File: src/rtl/memory_island_bank_arbiter.sv
// Round-robin arbiter sharing one SRAM bank port among several requesters.
// Accepted accesses are tracked through a fixed-latency pipeline so each
// bank response is steered back to the requester that issued it.
module memory_island_bank_arbiter #(
  parameter int unsigned NumReq     = 4,
  parameter int unsigned AddrWidth  = 32,
  parameter int unsigned DataWidth  = 32,
  parameter int unsigned MemLatency = 1
) (
  input  logic                                  clk_i,
  input  logic                                  rst_i,
  input  logic [NumReq-1:0]                     req_i,
  output logic [NumReq-1:0]                     gnt_o,
  input  logic [NumReq-1:0][AddrWidth-1:0]      addr_i,
  input  logic [NumReq-1:0]                     we_i,
  input  logic [NumReq-1:0][DataWidth-1:0]      wdata_i,
  input  logic [NumReq-1:0][DataWidth/8-1:0]    strb_i,
  output logic [NumReq-1:0]                     rvalid_o,
  output logic [DataWidth-1:0]                  rdata_o,
  output logic                                  mem_req_o,
  input  logic                                  mem_gnt_i,
  output logic [AddrWidth-1:0]                  mem_addr_o,
  output logic                                  mem_we_o,
  output logic [DataWidth-1:0]                  mem_wdata_o,
  output logic [DataWidth/8-1:0]                mem_strb_o,
  input  logic [DataWidth-1:0]                  mem_rdata_i
);

  localparam int unsigned IdxWidth  = (NumReq > 1) ? $clog2(NumReq) : 1;
  localparam int unsigned LastStage = MemLatency - 1;

  logic [IdxWidth-1:0]                 rr_q;
  logic [IdxWidth-1:0]                 rr_d;
  logic [IdxWidth-1:0]                 winner_c;
  logic [IdxWidth-1:0]                 cand_c;
  logic                                accept_c;
  logic [MemLatency-1:0]               pipe_vld_q;
  logic [MemLatency-1:0][IdxWidth-1:0] pipe_idx_q;

  // Winner search: scan offsets from farthest to nearest so the nearest
  // requesting index (starting at rr_q) is the last one written.
  always_comb begin
    winner_c = rr_q;
    cand_c   = rr_q;
    for (int unsigned k = 0; k < NumReq; k++) begin
      cand_c = IdxWidth'((32'(rr_q) + NumReq - 1 - k) % NumReq);
      if (req_i[cand_c]) begin
        winner_c = cand_c;
      end
    end
  end

  assign mem_req_o   = (|req_i) & ~rst_i;
  assign accept_c    = mem_req_o & mem_gnt_i;
  assign mem_addr_o  = addr_i[winner_c];
  assign mem_we_o    = we_i[winner_c];
  assign mem_wdata_o = wdata_i[winner_c];
  assign mem_strb_o  = strb_i[winner_c];
  assign rdata_o     = mem_rdata_i;

  // Pointer moves just past the winner, wrapping at the last requester.
  assign rr_d = (32'(winner_c) == NumReq - 1) ? '0 : winner_c + IdxWidth'(1);

  // Grant only the winner, and only when the bank takes the access.
  always_comb begin
    gnt_o = '0;
    if (accept_c) begin
      gnt_o[winner_c] = 1'b1;
    end
  end

  // Round-robin pointer and response-tracking pipeline (never stalls).
  always_ff @(posedge clk_i or posedge rst_i) begin
    if (rst_i) begin
      rr_q       <= '0;
      pipe_vld_q <= '0;
      pipe_idx_q <= '0;
    end else begin
      if (accept_c) begin
        rr_q <= rr_d;
      end
      pipe_vld_q[0] <= accept_c;
      pipe_idx_q[0] <= winner_c;
      for (int unsigned s = 1; s < MemLatency; s++) begin
        pipe_vld_q[s] <= pipe_vld_q[s-1];
        pipe_idx_q[s] <= pipe_idx_q[s-1];
      end
    end
  end

  // Response valid is routed to the requester recorded in the last stage.
  always_comb begin
    rvalid_o = '0;
    if (pipe_vld_q[LastStage] && !rst_i) begin
      rvalid_o[pipe_idx_q[LastStage]] = 1'b1;
    end
  end

endmodule
File: config.mk
export PLATFORM = sky130hd
export DESIGN_NAME = memory_island_bank_arbiter
export DESIGN_NICKNAME = d
export VERILOG_FILES = /design/src/rtl/memory_island_bank_arbiter.sv
export SDC_FILE = /design/constraint.sdc
export NUM_CORES = 1
export LEC_CHECK = 0
export ABC_AREA = 1
export CORE_AREA = 3 3 166 168
export CTS_BUF_LIST = sky130_fd_sc_hd__clkbuf_8 sky130_fd_sc_hd__clkbuf_16
export CTS_CLUSTER_DIAMETER = 30
export DETAILED_ROUTE_END_ITERATION = 8
export DIE_AREA = 0 0 169 171
export REMOVE_ABC_BUFFERS = 1
export SYNTH_ARGS = -nofsm -noshare
export SYNTH_HDL_FRONTEND = slang
export SYNTH_SLANG_ARGS = --single-unit
File: constraint.sdc
create_clock -name clk_i -period 2.33 [get_ports clk_i]
set_input_delay 0.466 -clock clk_i [delete_from_list [all_inputs] [get_ports clk_i]]
set_output_delay 0.466 -clock clk_i [all_outputs]
set_load 0.005 [all_outputs]
# == Word level (Yosys, flattened, before mapping) ==
# Cells that the tools add are included.
# op_classes
n_addsub,6
magnitude_cmp,8
n_eq_ne,1
n_mux,27
bitwise_logic,3
n_reduce_logical,5
# op_table
op,n
$bmux 32 s2,2
$mux 32,2
$lt 2x3->1 const B,6
$mux 4,3
$bmux 1 s2,5
$mux 2,5
$bmux 4 s2,1
$mux 1,7
$sub 2x1->2 const B,3
$add 2x1->2 const B,2
$demux 1 s2,2
$ge 2x1->1 const B,2
$reduce_or 4->1,1
$logic_and 1x1->1,3
$and 1x1->1,2
$eq 2x2->1 const B,1
$sub 2x2->2 const B,1
$logic_not 1->1,1
$not 1->1,1
# word_totals
regBits,5
out_inout_bits,110
wordCells,53

# == Logic depth before layout (Yosys ltp) ==
# logic_depth
ltp_word,13
mapped_depth,16
ltp_nobuf,13

# == Worst setup path after synthesis ==
# Ideal clock, no wire load.
# synth_timing
path_type,register to output
startpoint,reg rr_q[0]
endpoint,out mem_wdata_o[0]
arrival_time_ps,1657
required_ps,1864
path_slack_ps,207
path_stages_with_launch,17
n_path_buf,3
path_cell_list,dfrtp_1 -> buf_6 -> inv_4 -> nand2_1 -> nand2_1 -> nand2_1 -> nand2_1 -> nand2_1 -> nand2_2 -> nand2_1 -> nand2_2 -> nand2_2 -> buf_6 -> buf_4 -> nand2_1 -> nand3_1 -> nand2_1
# synth_between
elab_chain_len,10
# synth_lines
item,line_no,source
from (decl),32,logic [IdxWidth-1:0] rr_q;
from (signal assigned),80,rr_q <= rr_d;
$add 2x1->2,46,cand_c = IdxWidth'((32'(rr_q) + NumReq - 1 - k) % NumReq);
$sub 2x1->2,46,
$sub 2x1->2 or $bmux 1 s2 (tied branches),"46, 47",
$bmux 1 s2 or $mux 1 (tied branches),47,if (req_i[cand_c]) begin
$mux 1 (implied by the code) or $mux 2 (tied branches),47,
$mux 2 (2 in series),47,
$mux 2 *,47,
$bmux 32 s2 *,57,assign mem_wdata_o = wdata_i[winner_c];
$mux 32 (implied by the code) *,57,
to (decl),24,"output logic [DataWidth-1:0] mem_wdata_o,"
# Mark *: on every way between the ends. The rest lies on a longest branch, timed or not. The select of a mux whose other input is x is not followed.

# == Worst setup path after layout ==
# layout_timing
startpoint,reg rr_q[0]
endpoint,out mem_addr_o[13]
# layout_between
elab_chain_len,10
# layout_lines
item,line_no,source
$add 2x1->2,46,
$sub 2x1->2,46,
$sub 2x1->2 or $bmux 1 s2 (tied branches),"46, 47",
$bmux 1 s2 or $mux 1 (tied branches),47,
$mux 1 (implied by the code) or $mux 2 (tied branches),47,
$mux 2 (2 in series),47,
$mux 2 *,47,
$bmux 32 s2 *,55,assign mem_addr_o = addr_i[winner_c];
$mux 32 (implied by the code) *,55,
to (decl),22,"output logic [AddrWidth-1:0] mem_addr_o,"
# Marked as above.

==> out/summary.txt <==
STATUS
--------------------------------------------------------------------------------------
Result of the run                                                         finished, violations left
Violations in the final reports                                           setup timing

HOLD PATH
--------------------------------------------------------------------------------------
Min-Delay Path Depth                                                                 2
Startpoint of the lowest-slack hold path                                       rr_q[1]
Worst hold-check path type                                                     reg2reg

SETUP PATH
--------------------------------------------------------------------------------------
Critical Path Max Stage Delay                                                  0.46 ns
Ordered list of cells on the worst path                                   clkinv_4, nand2_4, nand2_2, nand2_1, nand2_2, nand2_2, nand2_4, buf_6, nand3_4, nand2_8, buf_12, clkbuf_16, buf_8, buf_6, nand2_2, nand3_1, nand2_1, buf_2
Worst r2r src                                                                  rr_q[0]
Buf/Inv on CP                                                                        7
Critical path class                                                            reg2out
Highest net fanout along the worst path                                              8
CP endpoint kind                                                            output pin
Cell type group with the largest total delay on the critical path         buffers and inverters
Required time of the critical path                                             1.86 ns
CP most frequent cell                                                          nand2_2
R2r worst-path depth                                                                16
Arrival time of data at the critical path endpoint                             2.49 ns
Worst Setup Start Kind                                                            flop
Startpoint of the worst setup timing path                                      rr_q[0]
Slowest stage cell on the critical path                                        dfrtp_2
Total stage count of the critical path                                              18

LAYOUT
--------------------------------------------------------------------------------------
Filler cell count in the final layout                                             2797
Number of antenna diodes                                                             0
Final core occ                                                                   38.3%
Ratio of cells with drive above 1 in the final layout                            27.2%
Final Net Count                                                                   1648
Layout overhead on the synthesized area                                           138%

POWER AND IR DROP
--------------------------------------------------------------------------------------
Leak pwr                                                                       5.63 nW
Power density over the cells                                              1910 nW/um^2
Max IR drop VDD                                                                1.06 mV

PLACEMENT
--------------------------------------------------------------------------------------
Worst setup slack after placement                                            -0.964 ns
Hpwl dp                                                                        17.8 mm
Number of port buffers                                                             360
Global placement routability congestion                                          0.901

STA
--------------------------------------------------------------------------------------
RSZ-0062 raised after global routing                                               yes
Fin crit period                                                                2.96 ns
Worst slew margin                                                                75.6%
Slew Limit Fails                                                                     0
Worst-case setup margin in the final layout                                  -0.631 ns
Achievable frequency                                                         0.338 GHz
Fin Clk Skew                                                               0.000913 ns
Hold Fails Final Rpt                                                                 0
Final Setup Violations                                                              73
Slew at the pin closest to its max-slew limit                                 0.366 ns
Tcrit/Tclk final                                                                  127%

CLOCKING
--------------------------------------------------------------------------------------
Number of sinks on the clock net                                                     5
Clock tree from TritonCTS                                                          yes
Maximum buffer depth of the clock tree                                               2
Root Driver                                                                  clkbuf_16
# H-tree levels                                                                      1
Number of buffers inserted during clock tree synthesis                               3
Worst skew pair latency                                                        0.22 ns
Clock slew at the register clock pins of the worst setup and hold paths        0.03 ns

FLOW RUN
--------------------------------------------------------------------------------------
Max-cap check violation count                                                        0

ROUTING
--------------------------------------------------------------------------------------
Number of design rule violations left after detail routing                           0
Final routed wire length divided by cell count                                 16.8 um
Iteration count of the initial detailed-routing pass                                 6
Drt initial violations                                                             429
Routed Wire Length                                                             28.0 mm
Vias per cell                                                                     4.35
Antenna violation net count after detailed routing                                   0
DR vias                                                                           7250

FLOORPLAN
--------------------------------------------------------------------------------------
Core outline area                                                           26100 um^2
Height of the die                                                               171 um
Die footprint                                                               28900 um^2
I/O pin cnt                                                                        425
Die outline width                                                               169 um
Initial Utilization                                                              16.1%
Placement Rows                                                                      59

YOSYS
--------------------------------------------------------------------------------------
Leading cell type by number of instances after synthesis                       nand3_1
Number of enable flip-flop cells after synthesis                                     0
Register bit total from synthesis                                                    5
Top cells by area in the synthesized netlist                              nand3_1 (34%), inv_1 (25%), nand2_1 (22%), buf_4 (7.5%), buf_2 (3.3%)
Top cells by count, synth                                                 nand3_1 (283), inv_1 (280), nand2_1 (245)
Number of distinct standard cells referenced by the synthesized netlist             17
Top flip-flop cell by instance count after synthesis                           dfrtp_1
Mean instance size in the synthesized netlist                                4.51 um^2
Sequential area share after synthesis                                            2.98%
Total standard cell area after synthesis                                     4200 um^2
Synth area leader                                                              nand3_1
Warning count from the yosys run                                                     0
Fraction of post-synthesis cell area in the top cell type by area                33.7%
Share of flip-flops with an asynchronous set or reset after synthesis             100%
Synthesized instance count                                                         932

GLOBAL ROUTE
--------------------------------------------------------------------------------------
Remaining global-route overflow                                                      0
Antenna violations before repair                                                     0
Via count of the first global-routing pass                                        6617
Global-route usage over all layers                                               15.9%
Wire length of the first global-routing pass                                   36.5 mm
Pin count of the biggest net entering global routing                                64

## report_power, final
part           switching [mW]  total, mW  leakage (nW)  internal, mW
registers              0.0574      0.185        0.0605         0.127
clock network          0.0524      0.274        0.0423         0.222
logic                    9.23       18.6          5.53          9.41
total                    9.34       19.1          5.63          9.76
## worst min-delay path, cell delays in order (launching register included)
cell and delay (ns):
dfrtp_1 0.44, nand2_1 0.09, nand2_1 0.06
## sequential cells by signal, indices dropped and copies added (netlist names)
name / count
pipe_vld_q: 1
pipe_idx_q: 2
rr_q: 2
## layout make-up
class,count,area [um^2],share of cell area [%]
Clock buffer,3,75.1,0.751
Clock inverter,1,3.75,0.0376
Inverter,284,1080,10.8
Multi-Input combinational cell,551,3160,31.6
Sequential cell,5,126,1.26
Tap cell,335,419,4.20
Timing Repair Buffer,488,5130,51.3
## cells in the final DEF, fill, tap and decap left out, types with 2 or more instances in the layout
cell type,instances
nand2_8,2
nor2_4,2
nor3_2,2
inv_1,281
nand2_2,63
clkdlybuf4s15_1,2
a21oi_1,2
buf_8,10
buf_4,53
nor3_1,2
buf_2,47
nand2_4,23
clkbuf_16,11
dfrtp_1,4
nor2_1,4
dlygate4sd2_1,6
buf_6,26
buf_12,21
nand2_1,161
dlymetal6s2s_1,2
clkdlybuf4s50_1,279
inv_2,2
buf_16,16
nand3_4,3
clkdlybuf4s15_2,2
nor2_2,3
nand3_1,226
clkbuf_2,16
nand3_2,55
## stage by stage
| step | TNS [ns] | hold WS [ns] | total power, mW | instance area (um^2) | std cells |
|---|---|---|---|---|---|
| after global placement | -63.82 | 0.566 | 13.2 | 8190 | 1581 |
| after detailed placement | -65.79 | 0.576 | 13.2 | 8190 | 1581 |
| final | -38.51 | 0.633 | 19.1 | 9990 | 1667 |
| after CTS | -36.79 | 0.584 | 16.7 | 9110 | 1628 |
| after global routing | -48.79 | 0.647 | 20.6 | 9990 | 1667 |
| after floorplan | -195.36 | 0.253 | 5.55 | 3640 | 840 |
## final timing paths
kind,end,slack [ns]
max in group asynchronous,rr_q[0],1.51
max reg2reg,rr_q[1],0.16
max,mem_addr_o[13],-0.63
min in group asynchronous,pipe_vld_q,0.70
min,rr_q[1],0.63
min reg2reg,rr_q[1],0.63
## repair_timing
action,CTS,global route
hold buffers,0,0
gates cloned,14,9
resized for setup,256,265
pin swaps,13,78
endpoints found under the setup margin,77,73
setup buffers,30,35
## logic make-up after synthesis
logic type / share of synthesized area (%)
buf+inv: 38.7
flops: 2.98
simple gates: 57.7
compound gates: 0.595
## layer usage
metal  routed length [um]  vias to the layer above  track usage, %
li1                     -                     3529               -
met1                11300                     3300            19.7
met2                13000                      373            26.3
met3                 2950                       48            5.55
met4                  684                        0            3.92
met5                    0                        -           0.334
(Power assumes the default switching activity.)
==> RTL change 1 (config.mk and constraints unchanged) <==
`MemLatency`: 1 -> 2.
--- a/src/rtl/memory_island_bank_arbiter.sv
+++ b/src/rtl/memory_island_bank_arbiter.sv
@@ -5,7 +5,7 @@
   parameter int unsigned NumReq     = 4,
   parameter int unsigned AddrWidth  = 32,
   parameter int unsigned DataWidth  = 32,
-  parameter int unsigned MemLatency = 1
+  parameter int unsigned MemLatency = 2
 ) (
   input  logic                                  clk_i,
   input  logic                                  rst_i,
Function: changed (a bounded check fails within 4 cycles, from zero or initial values and one cycle with rst_i high).
==> RTL change 1 against the original RTL <==
The flow still finishes with violations (negative setup slack). Global-route usage is 0.58 points higher. Combinational power rose by 11%. Power increased by 11%. Area after synthesis grew 2.2%. Critical path depth fell by 3. Sequential cell count increased by 3. Routed wire length increased by 2.3%. Critical endpoint is now mem_wdata_o[2]. Setup slack improved by 0.13 ns. Final area grew 9.9%. Clock skew decreased by 0.00069 ns. Maximum frequency rose by 4.8%. Non-clock buffer count grew 15.
==> RTL change 1: results (changes against the original RTL) <==
synth:
  avgSynthCellArea_um2: 4.61  # was 4.51 um^2
  synthTopCellsByCount: "inv_1 (285), nand3_1 (283), nand2_1 (244), buf_4 (34), buf_2 (33)"  # was nand3_1 (283), inv_1 (280), nand2_1 (245), buf_4 (42), buf_2 (28)
setup_path:
  crit_fanout: 7  # was 8
  rrSetupSlack_ns: 0.10  # was 0.16 ns
  endpoint: "mem_wdata_o[2]"  # was mem_addr_o[13]
  cp.arrival_ns: 2.36  # was 2.49 ns
  timing.rr.end: "rr_q[0]$_DFFE_PP0P_"  # was rr_q[1]$_DFFE_PP0P_
power:
  p_leak_nw: 6.20  # was 5.63 nW
  ir_drop_v: 0.00126  # was 0.00106 V
detailed_routing:
  vias: 7336  # was 7250
  wirelength_mm: 28.7  # was 28.0 mm
  drt_iter0_drc: 287  # was 429
  wl_met1_mm: 12.0  # was 11.3 mm
  wl_met3_mm: 2.64  # was 2.95 mm
timing:
  fin_ws_ns: -0.496  # was -0.631 ns
  fin_skew_ns: 0.000221  # was 0.000913 ns
  slew_headroom_pct: 81.0  # was 75.6%
  setup_viol: 73  # unchanged
  tns_ns: -29.77  # was -38.51 ns
  whs_ns: 0.342  # was 0.633 ns
status:
  violations: "negative setup slack"  # unchanged
  status: "finished, violations left"  # unchanged
placed_design:
  gp_congestion: 0.843  # was 0.901
  post-dp-hpwl_mm: 17.4  # was 17.8 mm
  dp.cells: 1600  # was 1581
  dpl_worst_slack_ns: -1.02  # was -0.964 ns
layout:
  final_cells: 1682  # was 1667
  reg_top3: "pipe_idx_q (4), pipe_vld_q (2), rr_q (2)"  # was pipe_idx_q (2), rr_q (2), pipe_vld_q (1)
  layout-drive-gt1-share_pct: 37.5  # was 27.2%
  multiInputGateArea_mm2: 0.00384  # was 0.00316 mm^2
  fillers: 2634  # was 2797
global_route:
  grt_max_degree: 30  # was 64
  grt_pass1_wl_mm: 37.8  # was 36.5 mm
  grt_util_all_layers_pct: 16.4  # was 15.9%
  grt_pass1_vias: 7030  # was 6617
hold_path:
  holdPathStages: 0  # was 2
-- RTL change 1: cell types whose count changed after synthesis, sizes merged, moves of 3 or more --
| cell | unedited run | this run |
|---|---|---|
| nor2 | 9 | 5 |
| nand2 | 249 | 244 |
| clkbuf | 11 | 14 |
| buf | 81 | 78 |
| inv | 284 | 289 |
| a21oi | 4 | 1 |
| dfrtp | 5 | 8 |
-- RTL change 1: routing by layer --
layer	track usage [%]	vias to the layer above
met5	0.334	-
met4	4.09	0
met3	5.15	45
met2	27.7	356
met1	20.5	3370
li1	-	3565
-- RTL change 1: kinds of logic after synthesis --
| family | count (synthesis) | share of synthesized area (%) |
|---|---|---|
| flip-flops | 8 | 4.66 |
| adder cells (fa/ha/maj) | 1 | 0.291 |
| buffers and inverters | 381 | 39.0 |
| AND/OR/NAND/NOR | 540 | 55.7 |
| AO/OA/AOI/OAI | 3 | 0.378 |
-- RTL change 1: timing repair --
| action | in CTS | in global routing |
|---|---|---|
| gates resized for setup | 500 | 229 |
| setup endpoints to repair | 78 | 74 |
| gates cloned | 18 | 10 |
| pin swaps | 63 | 100 |
| setup buffers | 46 | 11 |
-- RTL change 1: layout make-up --
cell class	count	share of cell area (%)
inverter	289	10.1
clock buffer	3	0.684
sequential	8	1.84
tap	335	3.82
timing repair buffer	503	48.6
multi-input combinational	544	35.0
-- RTL change 1: where the power goes --
| group | switching, mW | leakage (nW) | total, mW | internal [mW] |
|---|---|---|---|---|
| logic | 10.4 | 6.06 | 20.7 | 10.3 |
| registers | 0.0507 | 0.0975 | 0.248 | 0.197 |
| clock network | 0.0634 | 0.0370 | 0.284 | 0.221 |
| total | 10.5 | 6.20 | 21.3 | 10.8 |
==> RTL change 2 (same flow settings) <==
Without the edit above. Reset style: synchronous (`rst_i`), changed in one clocked block.
--- a/src/rtl/memory_island_bank_arbiter.sv
+++ b/src/rtl/memory_island_bank_arbiter.sv
@@ -70,7 +70,7 @@
   end
 
   // Round-robin pointer and response-tracking pipeline (never stalls).
-  always_ff @(posedge clk_i or posedge rst_i) begin
+  always_ff @(posedge clk_i) begin
     if (rst_i) begin
       rr_q       <= '0;
       pipe_vld_q <= '0;
Behaviour: differs if rst_i is asserted again (counterexample within 4 cycles, from zero or initial values and one cycle with rst_i high); with rst_i held inactive, the same outputs for 4 cycles.
==> RTL change 2 against the original RTL <==
The flow still finishes with violations (negative setup slack). Non-clock buffer count is 19 lower. Setup slack better by 0.16 ns. Routed wire length is 21% lower. Final area is 14% lower. Count of clock-buffer cells in the layout stayed put. First-iteration DRC count is 60% lower. Power is 38% lower. Register-to-register slack better by 0.05 ns. Area after synthesis is 22% lower. Via count is 22% lower. Sequential cell count stayed put. Maximum frequency is 5.7% higher. Core utilization is 5.2 points lower. Largest cell class unchanged. Highest routed layer unchanged.
==> RTL change 2: results (changes against the original RTL) <==
detailed_routing:
  drt_iter0_drc: 173  # was 429
  vias: 5627  # was 7250
  first_pass_iters: 4  # was 6
  avgRoutedWirePerCell_um: 15.9  # was 16.8 um
  avgViaCountPerCell: 4.07  # was 4.35
timing:
  fin_ws_ns: -0.470  # was -0.631 ns
  tns_ns: -26.79  # was -38.51 ns
  setup_viol: 72  # was 73
  tightest_slew_ns: 0.277  # was 0.366 ns
global_route:
  grt_pass1_vias: 5024  # was 6617
  grt_max_degree: 50  # was 64
  grt_pass1_wl_mm: 27.5  # was 36.5 mm
  grt_util_all_layers_pct: 11.8  # was 15.9%
setup_path:
  crit_path_max_incr_delay_ns: 0.35  # was 0.46 ns
  crit_slowest_cell: "dfxtp_4"  # was dfrtp_2
  critPathTopFamily: "simple AND/OR/NAND/NOR gates"  # was buffers and inverters
power:
  p_leak_nw: 4.08  # was 5.63 nW
status:
  status: "finished, violations left"  # unchanged
  violations: "negative setup slack"  # unchanged
synth:
  ys_types: 23  # was 17
  ys_async_sr_fraction_pct: 0  # was 100%
  synth_ff_type: "dfxtp_1"  # was dfrtp_1
  syn_inst: 650  # was 932
  synth_area_leaders: "nand2_1 (20%), inv_1 (17%), o211ai_1 (15%)"  # was nand3_1 (34%), inv_1 (25%), nand2_1 (22%)
placed_design:
  dp.cells: 1308  # was 1581
  gp_congestion: 0.810  # was 0.901
  post-dp-hpwl_mm: 14.6  # was 17.8 mm
RTL change 2: worst min-delay path, stage by stage (launching register included):
cell     delay (ns)
dfxtp_2        0.35
buf_4          0.15
nand2_1        0.05
nand3_1        0.07
nand2_1        0.06
inv_1          0.03
RTL change 2: kinds of logic (layout without fill, tap and decap cells):
group                  count (synthesis)  in the layout  synth area share [%]
flip-flops                             5              5                  3.03
AO/OA/AOI/OAI                        210            210                  37.2
buffers and inverters                234            628                  35.5
AND/OR/NAND/NOR                      201            204                  24.2
RTL change 2: layer usage:
layer  vias up  global-route usage, %  share of wire, %
li1       2834                      -                 -
met1      2500                   13.4                38
met2       274                   21.3                50
met3        19                   5.08                10
met4         0                   1.59               1.4
met5         -                      0                 0
RTL change 2: worst paths after layout:
| kind | start | end | slack [ns] | cells after the start |
|---|---|---|---|---|
| max | rr_q[0]$_SDFFE_PP0P_ | mem_addr_o[24] | -0.47 | 18 |
| min | rr_q[1]$_SDFFE_PP0P_ | rr_q[1]$_SDFFE_PP0P_ | 0.75 | 5 |
| max reg2reg | rr_q[0]$_SDFFE_PP0P_ | pipe_idx_q[0]$_SDFF_PP0_ | 0.21 | 17 |
| min reg2reg | rr_q[1]$_SDFFE_PP0P_ | rr_q[1]$_SDFFE_PP0P_ | 0.75 | 5 |
RTL change 2: final cells by class:
cell class	instances	area [um^2]
clock buffers	3	75.1
clock inverters	1	3.75
fillers	2778	17400
inverters	155	614
multi-input cells	414	2530
flip-flops and latches	5	105
well taps	335	419
repair buffers	469	4880
RTL change 2: what timing repair did:
item                       CTS  global route
gates cloned                12            18
setup buffers               13            35
pin swaps                   16            63
setup endpoints to repair   78            75
resized for setup          241           240
RTL change 2: power by group:
part	switching (mW)	internal (mW)
Combinational	5.31	6.10
Clock	0.0573	0.222
Sequential	0.0283	0.115
RTL change 2: stage by stage:
step | cell area (um^2) | util, %
floorplan | 2710 | -
global placement | 7150 | 27.4
detailed placement | 7150 | 27.4
CTS | 7770 | 29.8
global route | 8630 | 33.1
finish | 8630 | 33.1
